**src/rtl/fp16_pkg.sv**
```systemverilog
// Shared constants, state encodings and FSM state type for the binary16
// sequential multiplier.
package fp16_pkg;

  localparam int EXP_W      = 5;
  localparam int MAN_W      = 10;
  localparam int BIAS       = 15;
  localparam int MUL_CYCLES = 11;

  localparam logic [15:0]      QNAN    = 16'h7E00;
  localparam logic [EXP_W-1:0] EXP_MAX = 5'h1F;

  localparam logic [2:0] ENC_IDLE   = 3'd0;
  localparam logic [2:0] ENC_UNPACK = 3'd1;
  localparam logic [2:0] ENC_MUL    = 3'd2;
  localparam logic [2:0] ENC_NORM   = 3'd3;
  localparam logic [2:0] ENC_ROUND  = 3'd4;
  localparam logic [2:0] ENC_DONE   = 3'd5;

  typedef enum logic [2:0] {
    IDLE   = ENC_IDLE,
    UNPACK = ENC_UNPACK,
    MUL    = ENC_MUL,
    NORM   = ENC_NORM,
    ROUND  = ENC_ROUND,
    DONE   = ENC_DONE
  } state_t;

endpackage

```
**src/rtl/fp16_round_pack.sv**
```systemverilog
// Combinational round-to-nearest-even and pack of a normalized significand
// into binary16, with flush-to-zero and saturation to infinity.
module fp16_round_pack
  import fp16_pkg::*;
(
  input  logic              sign,
  input  logic signed [6:0] exp_in,
  input  logic [MAN_W:0]    sig,
  input  logic              guard,
  input  logic              rnd,
  input  logic              sticky,
  output logic [15:0]       result,
  output logic              overflow,
  output logic              underflow
);

  logic              round_up;
  logic [MAN_W+1:0]  sum;
  logic signed [7:0] exp_f;
  logic [MAN_W-1:0]  frac;

  always_comb begin
    round_up  = guard & (rnd | sticky | sig[0]);
    sum       = {1'b0, sig} + {{(MAN_W+1){1'b0}}, round_up};
    // A carry out of the significand only happens from all-ones, leaving 1.0
    exp_f     = {exp_in[6], exp_in} + {7'd0, sum[MAN_W+1]};
    frac      = sum[MAN_W+1] ? sum[MAN_W:1] : sum[MAN_W-1:0];
    result    = {sign, exp_f[EXP_W-1:0], frac};
    overflow  = 1'b0;
    underflow = 1'b0;
    if (exp_f >= 8'sd31) begin
      result   = {sign, EXP_MAX, {MAN_W{1'b0}}};
      overflow = 1'b1;
    end else if (exp_f <= 8'sd0) begin
      result    = {sign, 15'h0000};
      underflow = 1'b1;
    end
  end

endmodule

```
**src/rtl/fp16_seq_mul.sv**
```systemverilog
// Multi-cycle binary16 multiplier: shift-add significand product, one
// multiplier bit per cycle, with a start/done handshake.
//
// state  | meaning
// IDLE   | waiting for start; result held
// UNPACK | decode operands, resolve special cases
// MUL    | 11 shift-add steps of the 11x11 significand product
// NORM   | normalize product, form guard/round/sticky
// ROUND  | round-to-nearest-even and pack
// DONE   | one-cycle done pulse
module fp16_seq_mul
  import fp16_pkg::*;
(
  input  logic        clk,
  input  logic        rst,
  input  logic        start,
  input  logic [15:0] a,
  input  logic [15:0] b,
  output logic [15:0] result,
  output logic        busy,
  output logic        done,
  output logic        overflow,
  output logic        underflow,
  output logic        invalid
);

  state_t state, state_nxt;

  logic [15:0]       op_a, op_b;
  logic              sign_q;
  logic signed [6:0] exp_q;
  logic [21:0]       mcand, acc;
  logic [MAN_W:0]    mplier;
  logic [3:0]        cnt;
  logic [MAN_W:0]    norm_sig;
  logic              g_q, r_q, s_q;

  logic [EXP_W-1:0]  ea, eb;
  logic              a_nan, b_nan, a_inf, b_inf, a_zero, b_zero;
  logic              special, spec_inv;
  logic [15:0]       spec_res;
  logic signed [6:0] exp_sum;

  logic [15:0]       rp_result;
  logic              rp_ovf, rp_unf;

  always_comb begin
    ea       = op_a[14:10];
    eb       = op_b[14:10];
    a_nan    = (ea == EXP_MAX) && (op_a[9:0] != '0);
    b_nan    = (eb == EXP_MAX) && (op_b[9:0] != '0);
    a_inf    = (ea == EXP_MAX) && (op_a[9:0] == '0);
    b_inf    = (eb == EXP_MAX) && (op_b[9:0] == '0);
    // Subnormal operands collapse to zero
    a_zero   = (ea == '0);
    b_zero   = (eb == '0);
    exp_sum  = $signed({2'b00, ea} + {2'b00, eb} - 7'(BIAS));
    special  = 1'b1;
    spec_inv = 1'b0;
    spec_res = QNAN;
    if (a_nan || b_nan) begin
      spec_res = QNAN;
    end else if ((a_inf && b_zero) || (b_inf && a_zero)) begin
      spec_res = QNAN;
      spec_inv = 1'b1;
    end else if (a_inf || b_inf) begin
      spec_res = {op_a[15] ^ op_b[15], EXP_MAX, {MAN_W{1'b0}}};
    end else if (a_zero || b_zero) begin
      spec_res = {op_a[15] ^ op_b[15], 15'h0000};
    end else begin
      special = 1'b0;
    end
  end

  always_comb begin
    state_nxt = state;
    case (state)
      IDLE:    if (start) state_nxt = UNPACK;
      UNPACK:  state_nxt = special ? DONE : MUL;
      MUL:     if (cnt == 4'(MUL_CYCLES - 1)) state_nxt = NORM;
      NORM:    state_nxt = ROUND;
      ROUND:   state_nxt = DONE;
      DONE:    state_nxt = IDLE;
      default: state_nxt = IDLE;
    endcase
  end

  always_ff @(posedge clk) begin
    if (rst) state <= IDLE;
    else     state <= state_nxt;
  end

  always_ff @(posedge clk) begin
    if (rst) begin
      op_a      <= '0;
      op_b      <= '0;
      sign_q    <= 1'b0;
      exp_q     <= '0;
      mcand     <= '0;
      mplier    <= '0;
      acc       <= '0;
      cnt       <= '0;
      norm_sig  <= '0;
      g_q       <= 1'b0;
      r_q       <= 1'b0;
      s_q       <= 1'b0;
      result    <= '0;
      overflow  <= 1'b0;
      underflow <= 1'b0;
      invalid   <= 1'b0;
    end else begin
      case (state)
        IDLE: if (start) begin
          op_a      <= a;
          op_b      <= b;
          overflow  <= 1'b0;
          underflow <= 1'b0;
          invalid   <= 1'b0;
        end
        UNPACK: begin
          sign_q <= op_a[15] ^ op_b[15];
          exp_q  <= exp_sum;
          mcand  <= {11'd0, 1'b1, op_a[9:0]};
          mplier <= {1'b1, op_b[9:0]};
          acc    <= '0;
          cnt    <= '0;
          if (special) begin
            result  <= spec_res;
            invalid <= spec_inv;
          end
        end
        MUL: begin
          if (mplier[0]) acc <= acc + mcand;
          mcand  <= mcand << 1;
          mplier <= mplier >> 1;
          cnt    <= cnt + 4'd1;
        end
        NORM: begin
          // Product of two [1,2) significands lies in [1,4)
          if (acc[21]) begin
            norm_sig <= acc[21:11];
            g_q      <= acc[10];
            r_q      <= acc[9];
            s_q      <= |acc[8:0];
            exp_q    <= exp_q + 7'sd1;
          end else begin
            norm_sig <= acc[20:10];
            g_q      <= acc[9];
            r_q      <= acc[8];
            s_q      <= |acc[7:0];
          end
        end
        ROUND: begin
          result    <= rp_result;
          overflow  <= rp_ovf;
          underflow <= rp_unf;
        end
        default: ;
      endcase
    end
  end

  fp16_round_pack u_round_pack (
    .sign      (sign_q),
    .exp_in    (exp_q),
    .sig       (norm_sig),
    .guard     (g_q),
    .rnd       (r_q),
    .sticky    (s_q),
    .result    (rp_result),
    .overflow  (rp_ovf),
    .underflow (rp_unf)
  );

  assign busy = (state != IDLE);
  assign done = (state == DONE);

endmodule
```
**config.mk**
```make
export PLATFORM = sky130hd
export DESIGN_NAME = fp16_seq_mul
export DESIGN_NICKNAME = d
export VERILOG_FILES = /design/src/rtl/fp16_pkg.sv /design/src/rtl/fp16_round_pack.sv /design/src/rtl/fp16_seq_mul.sv
export SDC_FILE = /design/constraint.sdc
export NUM_CORES = 1
export LEC_CHECK = 0
export ABC_AREA = 1
export BUFFER_PORTS_ARGS = -buffer_cell sky130_fd_sc_hd__buf_2
export CORE_MARGIN = 4
export CORE_UTILIZATION = 55
export DETAILED_ROUTE_END_ITERATION = 16
export MAX_ROUTING_LAYER = met4
export PLACE_DENSITY = 0.81
export SETUP_SLACK_MARGIN = 0.05
export SYNTH_ARGS = -nofsm -noshare
export SYNTH_HDL_FRONTEND = slang
export SYNTH_SLANG_ARGS = --single-unit
```
**constraint.sdc**
```tcl
create_clock -name clk -period 2 [get_ports clk]
set_input_delay 0.3 -clock clk [delete_from_list [all_inputs] [get_ports clk]]
set_output_delay 0.3 -clock clk [all_outputs]
set_load 0.005 [all_outputs]
```
Word-level counts from Yosys, hierarchy flattened
Index checks and enable logic that the tools add are counted.

Order comparisons: 2. Multiplexer cells: 38. Eq/ne operators: 13. Bitwise operators: 4. $add $sub $neg: 7. Reduce and logical (&&, ||, !) cells: 32.

Operator list (number): $pmux W22 S2 (2); $mux W16 (5); $pmux W16 S2 (1); $mux W15 (2); $add A22 B22 Y22 (1); $mux W22 (1); $pmux W11 S2 (1); $logic_not A10 Y1 (2); $reduce_bool A10 Y1 (2); $pmux W3 S5 (1); $mux W1 (14); $pmux W7 S2 (1); $add A11 B1 Y12 (1); $reduce_and A2 Y1 (6); $mux W11 (1); $eq A5 B5 Y1 const B (2); $logic_not A5 Y1 (2); $mux W10 (1); $ne A2 B2 Y1 const B (5); $reduce_bool A2 Y1 (5); $mux W3 (3); $reduce_or A9 Y1 (1); $add A7 B2 Y8 (1); $ge A8 B6 Y1 const B (1); 21 further kinds (34).

Input port bits: 35. Output and inout bits: 21. Bits in registers: 135. Logic and storage cells: 113.

Longest topological paths before layout
Gate-level depths: netlist of run 1.

Depth in word-level cells: 9. Gate-level depth with buffers: 18.

Cells and area by module
Synthesis of run 1 repeated with hierarchy kept, for this count alone.

Cell total of the unflattened synthesis: 1124. Area total of the unflattened synthesis: 7609.8 um^2.

By module, submodules not included: fp16_seq_mul (instances 1, area each 6884.1 um^2, cells each 972); fp16_round_pack (instances 1, area each 725.7 um^2, cells each 152).

Least setup slack after synthesis of run 1
OpenSTA, ideal clock, no wires.

Kind: register to register. From: register norm_sig[2]. To: register result[10]. Cell stages (with the launch flop): 18. Period minus slack after synthesis: 2198 ps. Data arrival time: 2087 ps. Buffers on the path: 0. Setup slack: -198 ps. Path through: dfxtp_1 > nand2_1 > nor2_1 > nand3_1 > nor2_2 > ha_1 > ha_1 > nand2_1 > nor2_4 > nand3_1 > nand2_2 > nand2_4 > inv_2 > nand2_4 > a21oi_2 > nand2_2 > nor2_1 > nor2_1.

Word-level cells in the longest chain between the ends: 6.

RTL lines: start: declaration (line fp16_seq_mul.sv:35) `logic [MAN_W:0] norm_sig;`; start signal: assignment (line fp16_seq_mul.sv:141) `norm_sig <= acc[21:11];`; start signal: assignment (line fp16_seq_mul.sv:147) `norm_sig <= acc[20:10];`; $add A11 B1 Y12 * (line fp16_round_pack.sv:24) `sum = {1'b0, sig} + {{(MAN_W+1){1'b0}}, round_up};`; $add A7 B2 Y8 * (line fp16_round_pack.sv:26) `exp_f = {exp_in[6], exp_in} + {7'd0, sum[MAN_W+1]};`; $le A8 B1 Y1 (line fp16_round_pack.sv:34) `end else if (exp_f <= 8'sd0) begin`; $mux W15 (line fp16_round_pack.sv:34); $mux W15 * (line fp16_round_pack.sv:31) `if (exp_f >= 8'sd31) begin`; $pmux W16 S2 * (line fp16_seq_mul.sv:112) `case (state)`; end signal: assignment (line fp16_seq_mul.sv:128) `result <= spec_res;`; end signal: assignment (line fp16_seq_mul.sv:154) `result <= rp_result;`; end: declaration (line fp16_seq_mul.sv:19) `output logic [15:0] result,`.

Every way passes the cells marked *; elsewhere a longest branch is shown, timed or not. A chain may end at the register's enable or synchronous reset.

Worst setup path after layout of run 1
From: register norm_sig[5]. To: register result[11].

The elaborated chain is that of the path after synthesis.

==> flow_metrics.env, run 1 <==
export IMPL_outcome="complete, but fails checks"
export IMPL_violations="negative setup slack"
export IMPL_max_cap_viol_count=0
export IMPL_synth_top_cell_area_share_pct=35.56
export IMPL_synth_flop_cell="dfxtp_1"
export IMPL_ports=56
export IMPL_largest_net_degree_at_the_start_of_global_routing=82
export IMPL_floorplan_rows=42
export IMPL_num_antenna_cells=0
export IMPL_max_slew_worst_pin_slew_ns=0.6393
export IMPL_worst_ep_required_time_ns=2.33
export IMPL_synth_yosys_seq_area_share_pct=35.56
export IMPL_startpoint_kind_of_the_worst_setup_timing_path="flop"
export IMPL_yosys_top_cells_area="dfxtp_1, nand2_1, a21oi_1"
export IMPL_design_die_area_um2=15760
export IMPL_synthesis_yosys_warnings=0
export IMPL_timing_critical_path_slowest_stage_cell="dfxtp_2"
export IMPL_cp_cell_sequence="inv_2 -> nor3_4 -> nand3_2 -> nor2_4 -> ha_4 -> ha_4 -> nand2_4 -> nor2_4 -> nand3_2 -> nand2_2 -> nand2_4 -> inv_2 -> nand2_4 -> a21oi_2 -> nand2_2 -> nor2_1 -> nor2_1"
export IMPL_hold_worst_slack_ns=0.1395
export IMPL_synthToLayoutAreaGrowth_pct=21.45
export IMPL_gp_congestion=0.9422
export IMPL_number_of_max_slew_violations_in_the_final_report=0
export IMPL_maxSlewHeadroom_pct=56.99
export IMPL_global_route_wire_length_before_repair_mm=32.60
export IMPL_place_hpwl_mm=13.63
export IMPL_worst_ep_arrival_time_ns=2.53
export IMPL_placeableCoreArea_um2=13400
export IMPL_total_leakage_power_nw=3.943
export IMPL_fin_worst_setup_slack_ns=-0.2082
export IMPL_vias=7607
export IMPL_rsz0062_at_grt="yes"
export IMPL_layout_area_seq_um2=2716
export IMPL_nNetsFinal=1258
export IMPL_fin_setup_tns_ns=-2.542
export IMPL_buffers_on_ports=55
export IMPL_cts_num_sinks=135
export IMPL_path_clk_slew_ns=0.06
export IMPL_viasPerCell=5.540
export IMPL_worst_path_dominant_cell_family="simple AND/OR/NAND/NOR gates"
export IMPL_synth_edf_count=0
export IMPL_cpPeakStageDelay_ns=0.33
export IMPL_final_antenna_net_count=0
export IMPL_final_core_util_pct=68.88
export IMPL_irDropWorstVdd_mv=0.7593
export IMPL_worst_hold_path_type="in -> reg"
export IMPL_worst_path_max_fanout=5
export IMPL_timing_setup_critical_path_class="reg -> reg"
export IMPL_wirelength_per_cell_um=14.64
export IMPL_cts_tree="yes"
export IMPL_setup_violations_final=17
export IMPL_worst_clock_skew_ns=0.009967
export IMPL_number_of_library_cell_types_mapped_by_synthesis=47
export IMPL_globalRouteMet2Util_pct=41.28
export IMPL_drt_pre_antenna_iters=7
export IMPL_fillers=1124
export IMPL_final_layout_size_suffix_gt1_share_pct=22.06
export IMPL_cts_root_buf="clkbuf_16"
export IMPL_source_to_sink_clock_delay_at_the_later_pin_of_the_worst_skew_pair_ns=0.43
export IMPL_cts_hold_buffers_added=0
export IMPL_htree_num_levels=4
export IMPL_height_of_the_die_um=125.6
export IMPL_route_detailed_drc=0
export IMPL_timing_final_crit_share_pct=110.4
export IMPL_grt_usage_pct=25.56
export IMPL_multi_input_comb_area_um2=4554
export IMPL_setup_worst_path_end_class="flop"
export IMPL_dr_first_iter_drc_count=513
export IMPL_mean_instance_size_in_the_synthesized_netlist_um2=6.934
export IMPL_finish_cell_count_without_fillers=1373
export IMPL_hold_viol=0
export IMPL_fmax_mhz=452.8
export IMPL_grt_ovfl_total=0
export IMPL_yosys_area_top_type="dfxtp_1"
export IMPL_synth_fp_nets=1169
export IMPL_layout_min_cycle_time_ns=2.208
export IMPL_power_per_cell_area_nw_per_um2=1164
export IMPL_synth_instances=1096
export IMPL_ys_async_sr_fraction_pct=0
export IMPL_crit_path_frequent_cell="nand2_4"
export IMPL_initial_antenna_violation_count=0
export IMPL_synth_seq_cells=135
export IMPL_pre_cts_slack_ns=-0.3114
export IMPL_die_width_um=125.6
export IMPL_synth_cell_area_um2=7600
export IMPL_inserted_clock_buffers=17
export IMPL_top_usage_layer="met2"
export IMPL_start_util_pct=56.71
export IMPL_numPlacedInstances=1327
export IMPL_grt_pass1_vias=7043
export IMPL_grtUsageMet1_pct=31.93
export IMPL_cp_num_buf_inv=2
export IMPL_met3_usage_pct=5.629
export IMPL_postRouteWirelength_mm=20.09
export IMPL_cts_root_to_sink_buffers=2
-- cell type report --
type	instances	share of cell area [%]
Multi-Input combinational cell	811	49.34
Timing Repair Buffer	116	8.350
Tap cell	176	2.386
Inverter	104	4.256
Clock inverter	13	1.586
Clock buffer	18	4.650
Sequential cell	135	29.43
-- final timing paths --
kind	endpoint	slack (ns)	from	cells past startpoint
setup / recovery	result[11]	-0.21	norm_sig[5]	17
hold / removal	op_b[15]	0.14	b[15]	3
setup reg to reg	result[11]	-0.21	norm_sig[5]	17
hold reg to reg	mplier[9]	0.47	mplier[9]	2
-- where the power goes --
group          total (mW)  switching (mW)  internal [mW]
registers            3.64           0.417           3.22
logic                4.01            2.53           1.49
clock network        3.09            1.25           1.84
total                10.7            4.20           6.55
-- flip-flops by register name, indices dropped and copies added, names as in the netlist --
signal / flops
acc: 22
cnt: 4
exp_q: 7
g_q: 1
invalid: 1
mcand: 22
mplier: 11
norm_sig: 11
op_a: 16
op_b: 16
overflow: 1
r_q: 1
result: 16
s_q: 1
sign_q: 1
state: 3
underflow: 1
-- stage by stage --
step	total power, mW	area, um2
after global placement	7.189	8298
after CTS	10.43	8965
final	10.74	9230
after global routing	11.40	9230
after floorplan	6.309	7637
after detailed placement	7.282	8298
-- repair_timing --
action,in CTS,in global routing
setup endpoints to repair,20,40
resized for setup,7,54
gates cloned,0,1
pin swaps,8,18
setup buffers,9,5
-- kinds of logic after synthesis --
kind of cell,after synthesis,synth area share (%)
AND/OR/NAND/NOR,488,28.94
AO/OA/AOI/OAI,269,19.38
buffers and inverters,151,7.935
flip-flops,135,35.56
adder cells (fa/ha/maj),38,6.454
XOR/XNOR,15,1.729
-- worst reg2reg max path: stages (launching register included) --
cell and delay, ns:
dfxtp_2 0.33, inv_2 0.05, nor3_4 0.21, nand3_2 0.13
nor2_4 0.13, ha_4 0.16, ha_4 0.14, nand2_4 0.07
nor2_4 0.12, nand3_2 0.07, nand2_2 0.09, nand2_4 0.07
inv_2 0.07, nand2_4 0.07, a21oi_2 0.15, nand2_2 0.10
nor2_1 0.12, nor2_1 0.05
-- cells in the mapped netlist (all sizes together), types with 16 or more instances --
library cell / n
a31oi: 18
ha: 36
a21oi: 136
clkbuf: 29
nand4: 16
nor2: 104
buf: 18
nand3: 79
inv: 102
dfxtp: 135
nand2: 260
o21ai: 91
-- layout by cell type (no fill, tap or decap), types with 3 or more instances in the layout --
cell	n
a21oi_1	124
ha_1	25
o21ai_0	83
buf_4	58
nand3_2	9
nor2_2	7
nor2_1	90
a21oi_2	12
o21ai_1	5
dfxtp_1	124
inv_6	4
nor3_1	3
nand2_1	242
xnor2_1	4
or2_2	8
a31oi_1	17
nand3_1	69
a221oi_1	9
nor2_4	8
buf_12	3
o21ai_2	3
ha_2	3
clkinv_4	3
nand2_4	3
ha_4	8
dfxtp_2	11
o21bai_1	4
inv_2	19
nand2_2	14
nand4_1	16
nor4_1	3
o211ai_1	4
xor2_1	11
inv_1	82
nand3b_1	9
clkbuf_16	17
buf_2	55
-- layer usage --
metal  routed length [um]  up-vias
li1                     -     3861
met1                 8830     3512
met2                 9826      190
met3                 1036       44
met4                  401        0
met5                    0        -
(Power assumes the default switching activity.)
==> inputs of run 2 (changes only) <==
==> constraint.sdc (replaced) <==
create_clock -name clk -period 2 [get_ports clk]
set_input_delay 0.6 -clock clk [delete_from_list [all_inputs] [get_ports clk]]
set_output_delay 0.6 -clock clk [all_outputs]
set_load 0.005 [all_outputs]
==> run 2 against run 1 <==
  * The flow still finishes with violations (negative setup slack)
  * Clock skew hardly changed
  * Combinational power hardly changed
  * Power increased by 1.4%
  * Critical path type unchanged
  * Die area stayed put
==> flow_metrics.env, run 2 (same netlist as run 1, synthesis figures left out) <==
export IMPL_outcome="complete, but fails checks"
export IMPL_violations="negative setup slack"
export IMPL_floorplan_rows=42
export IMPL_inserted_clock_buffers=17
export IMPL_maxSlewHeadroom_pct=61.65
export IMPL_layout_min_cycle_time_ns=2.302
export IMPL_die_width_um=125.6
export IMPL_cts_root_buf="clkbuf_16"
export IMPL_grt_ovfl_total=0
export IMPL_irDropWorstVdd_mv=0.6799
export IMPL_gp_congestion=0.9508
export IMPL_grt_usage_pct=25.70
export IMPL_cts_tree="yes"
export IMPL_final_layout_size_suffix_gt1_share_pct=22.31
export IMPL_power_per_cell_area_nw_per_um2=1172
export IMPL_max_slew_worst_pin_slew_ns=0.5745
export IMPL_final_core_util_pct=69.35
export IMPL_worst_setup_path_startpoint="norm_sig[5]"
export IMPL_globalRouteMet2Util_pct=40.84
export IMPL_ports=56
export IMPL_setup_violations_final=17
export IMPL_nNetsFinal=1259
export IMPL_rsz0062_at_grt="yes"
export IMPL_placeableCoreArea_um2=13400
export IMPL_fmax_mhz=434.5
export IMPL_postRouteWirelength_mm=20.35
export IMPL_num_antenna_cells=0
export IMPL_crit_reg2reg_launch="norm_sig[5]"
export IMPL_cts_root_to_sink_buffers=2
export IMPL_initial_antenna_violation_count=0
export IMPL_global_route_wire_length_before_repair_mm=32.84
export IMPL_synthToLayoutAreaGrowth_pct=22.28
export IMPL_reg2reg_path_depth=16
export IMPL_start_util_pct=56.71
export IMPL_worst_clock_skew_ns=0.01018
export IMPL_final_antenna_net_count=0
export IMPL_timing_setup_critical_path_class="reg -> reg"
export IMPL_fin_worst_setup_slack_ns=-0.3017
export IMPL_grt_pass1_vias=7051
export IMPL_number_of_max_slew_violations_in_the_final_report=0
export IMPL_timing_final_crit_share_pct=115.1
export IMPL_fin_setup_tns_ns=-4.137
export IMPL_worst_hold_path_type="in -> reg"
export IMPL_worst_path_max_fanout=5
export IMPL_design_die_area_um2=15760
export IMPL_mostFrequentLayoutCell="nand2_1"
export IMPL_startpoint_kind_of_the_worst_setup_timing_path="flop"
export IMPL_cts_num_sinks=135
export IMPL_worst_ep_arrival_time_ns=2.65
export IMPL_viasPerCell=5.564
export IMPL_min_delay_path_depth=3
export IMPL_met3_usage_pct=5.330
export IMPL_htree_num_levels=4
export IMPL_biggestRegsByFlops="acc (22), mcand (22)"
export IMPL_vias=7640
export IMPL_setup_worst_path_end_class="flop"
export IMPL_buffers_on_ports=55
export IMPL_min_delay_start="b[12]"
export IMPL_route_detailed_drc=0
export IMPL_path_clk_slew_ns=0.06
export IMPL_grtUsageMet1_pct=32.81
export IMPL_drt_pre_antenna_iters=5
export IMPL_place_hpwl_mm=13.75
export IMPL_largest_net_degree_at_the_start_of_global_routing=82
export IMPL_wirelength_per_cell_um=14.82
export IMPL_final_cell_mix="nand2_1, dfxtp_1, a21oi_1"
export IMPL_top_usage_layer="met2"
export IMPL_max_cap_viol_count=0
export IMPL_source_to_sink_clock_delay_at_the_later_pin_of_the_worst_skew_pair_ns=0.42
export IMPL_worst_ep_required_time_ns=2.35
export IMPL_total_leakage_power_nw=3.991
export IMPL_dr_first_iter_drc_count=446
export IMPL_hold_worst_slack_ns=0.4461
export IMPL_height_of_the_die_um=125.6
export IMPL_hold_viol=0
-- run 2: cell types whose count changed in the layout (fill, tap and decap cells not counted), moves of 2 or more --
cell / before / now
clkbuf_8: 0 / 2
nand3_1: 69 / 66
o21ai_1: 5 / 7
clkinv_4: 3 / 5
o21ai_2: 3 / 1
a21oi_1: 124 / 122
nand3_2: 9 / 12
a21oi_2: 12 / 14
inv_6: 4 / 0
-- run 2: metrics by stage --
stage / total power [mW] / setup WS, ns / std cells / instance area [um2]
6_report: 10.89 / -0.3017 / 1373 / 9293
5_1_grt: 11.57 / -0.3927 / 1373 / 9293
4_1_cts: 10.52 / -0.2757 / 1367 / 9014
3_5_place_dp: 7.276 / -0.2857 / 1328 / 8318
3_3_place_gp: 7.199 / -0.2379 / 1328 / 8318
2_1_floorplan: 6.309 / -0.1334 / 1096 / 7637
-- run 2: routing by layer --
| layer | share of wire (%) | wire length [um] | up-vias |
|---|---|---|---|
| met4 | 2.1 | 425 | 0 |
| li1 | - | - | 3854 |
| met2 | 49 | 9933 | 200 |
| met5 | 0 | 0 | - |
| met1 | 44 | 8915 | 3545 |
| met3 | 5.3 | 1076 | 41 |
-- run 2: timing repair --
item | 4_1_cts | 5_1_grt
pin swaps | 10 | 21
hold buffers | 0 | 0
gates cloned | 0 | 1
gates resized for setup | 7 | 59
setup buffers | 9 | 5
setup endpoints to repair | 20 | 46
-- run 2: power breakdown --
part / internal, mW / switching (mW)
clock network: 2.02 / 1.19
logic: 1.51 / 2.53
registers: 3.22 / 0.430
total: 6.74 / 4.15
-- run 2: area by class of cell --
class,instances,area [um2]
Multi-Input combinational cell,811,4569
Sequential cell,135,2718
Fill cell,1118,4108
Tap cell,176,220.2
Clock inverter,11,151.4
Clock buffer,19,452.9
Timing Repair Buffer,117,790.8
Inverter,104,390.4
-- run 2: worst paths after layout --
| check | endpoint | slack, ns |
|---|---|---|
| hold reg to reg | mplier[5] | 0.46 |
| setup / recovery | result[10] | -0.30 |
| setup reg to reg | result[10] | -0.30 |
| hold / removal | op_b[12] | 0.45 |
-- run 2: worst max-delay path, stage by stage, from the launching register on --
cell and delay [ns]:
dfxtp_2 0.33, inv_2 0.05, nor3_4 0.22, nand3_2 0.14, nor2_4 0.14, ha_4 0.16
ha_4 0.14, nor2_1 0.05, nor2_2 0.16, inv_1 0.08, nor2_1 0.11, nand3_1 0.15
nand2_4 0.16, a21oi_2 0.07, nand2_2 0.12, nor2_1 0.05, nor2_1 0.10
